===== config.mk =====
export PLATFORM = sky130hd
export DESIGN_NAME = exp5_unidade_controle
export DESIGN_NICKNAME = d
export VERILOG_FILES = /design/src/rtl/exp5_pkg.sv /design/src/rtl/contador_timeout.sv /design/src/rtl/exp5_unidade_controle.sv
export SDC_FILE = /design/constraint.sdc
export NUM_CORES = 1
export LEC_CHECK = 0
export CAP_MARGIN = 10
export CORE_MARGIN = 2
export CORE_UTILIZATION = 24
export DETAILED_ROUTE_END_ITERATION = 6
export DONT_BUFFER_PORTS = 1
export GPL_TIMING_DRIVEN = 0
export PLACE_DENSITY = 0.39
export SLEW_MARGIN = 20
export SYNTH_ARGS = -nofsm -noshare
export SYNTH_HDL_FRONTEND = slang
export SYNTH_SLANG_ARGS = --single-unit

===== constraint.sdc =====
create_clock -name clock -period 1.35 [get_ports clock]
set_clock_uncertainty 0.05 [all_clocks]
set_input_delay 0.27 -clock clock [delete_from_list [all_inputs] [get_ports clock]]
set_output_delay 0.27 -clock clock [all_outputs]
set_load 0.02 [all_outputs]

===== src/rtl/exp5_pkg.sv =====
// +----------------------------------------------------------------------+
// | exp5_pkg : state codes and widths shared by the game control unit.   |
// | Rev 1.0  : initial release                                           |
// +----------------------------------------------------------------------+
`default_nettype none

package exp5_pkg;

    localparam int STATE_W = 4;

    // Codes are fixed because db_estado feeds the HEX5 display directly.
    typedef enum logic [STATE_W-1:0] {
        ST_INICIAL     = 4'h0,
        ST_PREPARACAO  = 4'h1,
        ST_ESPERA      = 4'h2,
        ST_REGISTRA    = 4'h4,
        ST_COMPARACAO  = 4'h5,
        ST_PROXIMO     = 4'h6,
        ST_FIM_ACERTO  = 4'hA,
        ST_FIM_TIMEOUT = 4'hD,
        ST_FIM_ERRO    = 4'hE
    } state_t;

endpackage

`default_nettype wire


===== src/rtl/contador_timeout.sv =====
// +----------------------------------------------------------------------+
// | contador_timeout : saturating move-timeout counter; fim flags the    |
// | last allowed cycle (count == TIMEOUT_CYCLES-1).                      |
// | Rev 1.0  : initial release                                           |
// +----------------------------------------------------------------------+
`default_nettype none

module contador_timeout #(
    parameter int TIMEOUT_CYCLES = 3000
) (
    input  logic clock,
    input  logic reset,
    input  logic zera,
    input  logic conta,
    output logic fim
);

    localparam int CNT_W = (TIMEOUT_CYCLES > 1) ? $clog2(TIMEOUT_CYCLES) : 1;
    localparam logic [CNT_W-1:0] C_LAST = CNT_W'(TIMEOUT_CYCLES - 1);

    logic [CNT_W-1:0] r_count;

    // Holds at the last value instead of wrapping.
    always_ff @(posedge clock) begin
        if (reset || zera) begin
            r_count <= '0;
        end else if (conta && (r_count != C_LAST)) begin
            r_count <= r_count + 1'b1;
        end
    end

    assign fim = (r_count == C_LAST);

endmodule

`default_nettype wire


===== src/rtl/exp5_unidade_controle.sv =====
// +----------------------------------------------------------------------+
// | exp5_unidade_controle : Moore FSM sequencing the game datapath.      |
// | Build macro UC_TIMEOUT_EN enables the move timeout and fim_timeout.  |
// | Rev 1.0  : initial release                                           |
// +----------------------------------------------------------------------+
`default_nettype none

module exp5_unidade_controle
    import exp5_pkg::*;
#(
    parameter int TIMEOUT_CYCLES = 3000
) (
    input  logic               clock,
    input  logic               reset,
    input  logic               iniciar,
    input  logic               jogada,
    input  logic               igual,
    input  logic               fimC,
    output logic               zeraC,
    output logic               contaC,
    output logic               zeraR,
    output logic               registraR,
    output logic               pronto,
    output logic               acertou,
    output logic               errou,
    output logic               timeout,
    output logic [STATE_W-1:0] db_estado
);

    state_t r_state;
    state_t w_next_state;
    logic   w_timer_fim;

    // Configurations below the legal minimum of 2 generate nothing extra.
    if (TIMEOUT_CYCLES < 2) begin : g_timeout_below_min
    end

`ifdef UC_TIMEOUT_EN
    logic w_timer_zera;
    logic w_timer_conta;

    assign w_timer_zera  = (r_state == ST_PREPARACAO) || (r_state == ST_REGISTRA) ||
                           (r_state == ST_PROXIMO);
    assign w_timer_conta = (r_state == ST_ESPERA);

    contador_timeout #(
        .TIMEOUT_CYCLES (TIMEOUT_CYCLES)
    ) u_timer (
        .clock (clock),
        .reset (reset),
        .zera  (w_timer_zera),
        .conta (w_timer_conta),
        .fim   (w_timer_fim)
    );
`else
    assign w_timer_fim = 1'b0;
`endif

    always_ff @(posedge clock) begin
        if (reset) begin
            r_state <= ST_INICIAL;
        end else begin
            r_state <= w_next_state;
        end
    end

    always_comb begin
        w_next_state = r_state;
        zeraC        = 1'b0;
        contaC       = 1'b0;
        zeraR        = 1'b0;
        registraR    = 1'b0;
        pronto       = 1'b0;
        acertou      = 1'b0;
        errou        = 1'b0;
        timeout      = 1'b0;
        case (r_state)
            ST_INICIAL: begin
                if (iniciar) w_next_state = ST_PREPARACAO;
            end
            ST_PREPARACAO: begin
                zeraC        = 1'b1;
                zeraR        = 1'b1;
                w_next_state = ST_ESPERA;
            end
            ST_ESPERA: begin
                // A move on the last allowed cycle beats the timeout.
                if (jogada)           w_next_state = ST_REGISTRA;
                else if (w_timer_fim) w_next_state = ST_FIM_TIMEOUT;
            end
            ST_REGISTRA: begin
                registraR    = 1'b1;
                w_next_state = ST_COMPARACAO;
            end
            ST_COMPARACAO: begin
                if (!igual)    w_next_state = ST_FIM_ERRO;
                else if (fimC) w_next_state = ST_FIM_ACERTO;
                else           w_next_state = ST_PROXIMO;
            end
            ST_PROXIMO: begin
                contaC       = 1'b1;
                w_next_state = ST_ESPERA;
            end
            ST_FIM_ACERTO: begin
                pronto  = 1'b1;
                acertou = 1'b1;
                if (iniciar) w_next_state = ST_PREPARACAO;
            end
            ST_FIM_ERRO: begin
                pronto = 1'b1;
                errou  = 1'b1;
                if (iniciar) w_next_state = ST_PREPARACAO;
            end
`ifdef UC_TIMEOUT_EN
            ST_FIM_TIMEOUT: begin
                pronto  = 1'b1;
                timeout = 1'b1;
                if (iniciar) w_next_state = ST_PREPARACAO;
            end
`endif
            default: begin
                w_next_state = ST_INICIAL;
            end
        endcase
    end

    assign db_estado = r_state;

endmodule

`default_nettype wire


After elaboration in Yosys (flattened, before gate mapping)
Index checks and enable logic that the tools add are counted.

Memories: 0. Input bits: 6. Latch bits: 0. Memory bits (writable): 0. Bits in registers: 4. Output and inout bits: 12. ROM bits: 0. Logic and storage cells: 26.

Div/mod/pow operators: 0. Shift-type cells: 0. Reduce and logical (&&, ||, !) cells: 5. Multiply operators: 0. Bitwise operators: 0. Eq/ne operators: 9. Magnitude comparators: 0. Mux-type cells: 11. Add/sub/neg operators: 0.

Operators with widths (number): 4-bit one-hot mux with 5 select lines (1); 4-bit two-way mux (4); 4-bit by 3-bit equality test with 1-bit output (second input constant) (3); 4-bit equality test (second input constant) (2); 1-bit two-way mux (6); 4-bit by 1-bit equality test with 1-bit output (second input constant) (1); 4-bit by 2-bit equality test with 1-bit output (second input constant) (1); 4-bit logical NOT (1); 2-bit OR reduction (2); 3-bit OR reduction (1); 2-bit by 1-bit != test with 1-bit output (second input constant) (1); 2-bit != test (second input constant) (1); 2-bit AND reduction (1).

Logic depth before layout (Yosys ltp)
Word-level depth: 4. Gate-level depth with buffers: 5. Depth with buffers taken out: 4.

Worst setup path before layout
No wires, ideal clock.

Path kind: reg-to-output. Start: register r_state[1] (netlist: db_estado[1]). End: output contaC. Path slack: -0.421 ns. Arrival time: 1.451 ns. Cell stages (with the launch flop): 4. Cells stage by stage: dfxtp_1 > buf_6 > inv_1 > nor4b_1.

Longest elaborated chain between the ends: 2.

RTL lines: from (decl) (RTL line exp5_unidade_controle.sv:30) `state_t r_state;`; from (signal assigned) (RTL line exp5_unidade_controle.sv:63) `r_state <= w_next_state;`; 4-bit by 3-bit equality test with 1-bit output (RTL line exp5_unidade_controle.sv:77) `case (r_state)`; 1-bit two-way mux (RTL line exp5_unidade_controle.sv:77); to (decl) (RTL line exp5_unidade_controle.sv:20) `output logic contaC,`.

No other way between the ends.

Worst setup path after layout
Start: register r_state[1] (netlist: db_estado[1]). End: output zeraR.

Longest elaborated chain between the ends: 2.

RTL lines: 4-bit by 1-bit equality test with 1-bit output; 1-bit two-way mux; to (decl) (RTL line exp5_unidade_controle.sv:21) `output logic zeraR,`.

No other way between the ends.

==> impl_metrics.toml <==
[status]
status = "finished, violations left"
violations = "negative setup slack"

[power_and_ir_drop]
intPower_mw = 0.348
sw_frac_of_total = 0.354
leakage_nw = 0.217
p_sw_mw = 0.191
p_per_area_mw_per_mm2 = 1050
p_clk_frac = 0.258
pwr-share-seq = 0.308
pwr-share-comb = 0.434
peakVddDrop_mv = 0.424

[drt]
drc = 0
ant_nets = 0
num_vias = 308
finalWirelength_um = 780
drt_iter0_markers = 0
avgRoutedWirePerCell_um = 12.0
routed_via_density = 4.74
first_pass_iters = 1

[clock_network]
htreeDepth = 1
root_buffer = "clkbuf_4"
cts_buffers = 3
clk_latency_ns = 0.23
cts_tree = "yes"
cts_hold_buf = 0
clock_sinks = 4
clockBufferDepth = 2
clk_pin_slew_worst_paths_ns = 0.03

[finish]
n_antenna_cell = 0
finalNetCount = 58
layout-drive-gt1-share = 0.580
utilization = 0.398
largest_register_ffs = 4
syn2layout_area_growth_pct = 56.1
mostFrequentLayoutCells = "buf_4 (5), buf_6 (4)"
final_common_cell = "buf_4"

[floorplanning]
die_y_um = 41.0
io_pins = 18
die_area_sq_mm = 0.00168
initial_core_util = 0.255
coreArea_sq_mm = 0.00128
die_w_um = 41.0
rows = 13

[grt]
grt_pass1_vias = 274
grt_pass1_wl_um = 1060
grt_use_total = 0.0963
grt_max_degree = 11
antenna_found_initial = 0
grt_overflow = 0

[worst_hold_path]
hp-start = "reset"
hold_path_class = "input pin to register"

[logic_synthesis]
synth.distinct_cells = 24
ys_ff_latch = 4
syn_area_per_cell_sq_um = 7.81
syn_nets = 48
yosys_warnings = 0
synthesis.area_sq_um = 328
seq_area_frac_synth = 0.244
synth_cells = 42

[placement]
globalplace.congestion = 0.698
dpl.hpwl_um = 571
portBuffers = 0
pre_cts_slack_ns = -0.0797

[sta]
clock.fmax_mhz = 644
fin_ws_ns = -0.203
finalCritPeriodShare = 1.15
rsz0062_at_grt = "yes"
setup_viol = 8
period_minus_slack_ns = 1.55
hold_viol = 0
drv_slew = 0

[setup_path]
startpoint = "db_estado[1]"
cp_max_fo = 6
critical_path_class = "register to primary output"
setup.worst_path.end_class = "primary output"
crit_arrival_ns = 1.23
rr_startpoint = "db_estado[3]"
worstPathRequired_ns = 1.03
start_kind = "register"

[job]
maxCapViolations = 0
## synthesized netlist by cell type, drive strengths merged
library cell | instances | area share
buf | 6 | 0.14
a21oi | 3 | 0.046
or3 | 1 | 0.019
dfxtp | 4 | 0.24
inv | 2 | 0.023
nor3 | 1 | 0.015
a41oi | 1 | 0.027
nand2 | 2 | 0.023
nor3b | 1 | 0.038
and2 | 1 | 0.019
a31oi | 1 | 0.019
o2bb2ai | 1 | 0.046
nand2b | 2 | 0.038
o21ai | 1 | 0.015
nor2 | 6 | 0.069
nand3b | 2 | 0.057
nor4b | 2 | 0.053
nand3 | 1 | 0.015
mux2i | 2 | 0.061
conb | 1 | 0.011
nor4 | 1 | 0.019
## per-layer routing
metal	share of wire	global-route usage
met1	0.40	0.100
met2	0.54	0.176
met3	0.063	0.0217
met4	0	0.0500
met5	0	0
## critical path: stages, from the launching register on
cell and delay [ns]:
dfxtp_4 0.37, buf_8 0.14, nor2_4 0.11, nand2_2 0.07, nor2_4 0.17, buf_6 0.15
## per-stage QoR
step	hold slack (ns)	area (sq um)	power, mW	std cells	setup TNS (ns)
final	0.0515	512	0.539	65	-0.779
after global routing	0.0390	512	0.570	65	-1.24
after CTS	0.0426	497	0.540	63	-0.917
after detailed placement	0.291	405	0.364	57	-0.248
after global placement	0.289	405	0.364	57	-0.249
after floorplan	0.285	387	0.341	42	0
## cells by family after synthesis
logic type / after synthesis / synth area share
AOI/OAI and AO/OA: 7 / 0.153
muxes: 2 / 0.0611
DFF: 4 / 0.244
other: 1 / 0.0114
buffers and inverters: 8 / 0.164
and+or+nand+nor: 20 / 0.366
## cell type report
type,count,area [sq um]
fill,141,773
inverter,2,10.0
clock buffer,3,22.5
timing repair buffer,5,41.3
multi-input combinational,30,255
buffer,6,71.3
tap,15,18.8
sequential,4,92.6
## timing repair
action,in CTS,in global routing
resized for setup,14,0
endpoints found under the hold margin,0,0
setup buffers,3,2
endpoints found under the setup margin,8,9
pin swaps,6,2
## power by group through the flow
stage                     clock network, mW  logic (mW)  registers (mW)
after floorplan                           0       0.177           0.164
after global placement                    0       0.196           0.168
after detailed placement                  0       0.197           0.168
after CTS                             0.147       0.226           0.167
after global routing                  0.153       0.250           0.167
final                                 0.139       0.234           0.166
## path summary, 6_finish.rpt
kind	to	cells past startpoint	slack, ns
max	zeraR	5	-0.20
min	db_estado[2]	1	0.05
max reg2reg	db_estado[2]	6	-0.07
min reg2reg	db_estado[2]	3	0.61
(Power assumes the default switching activity.)
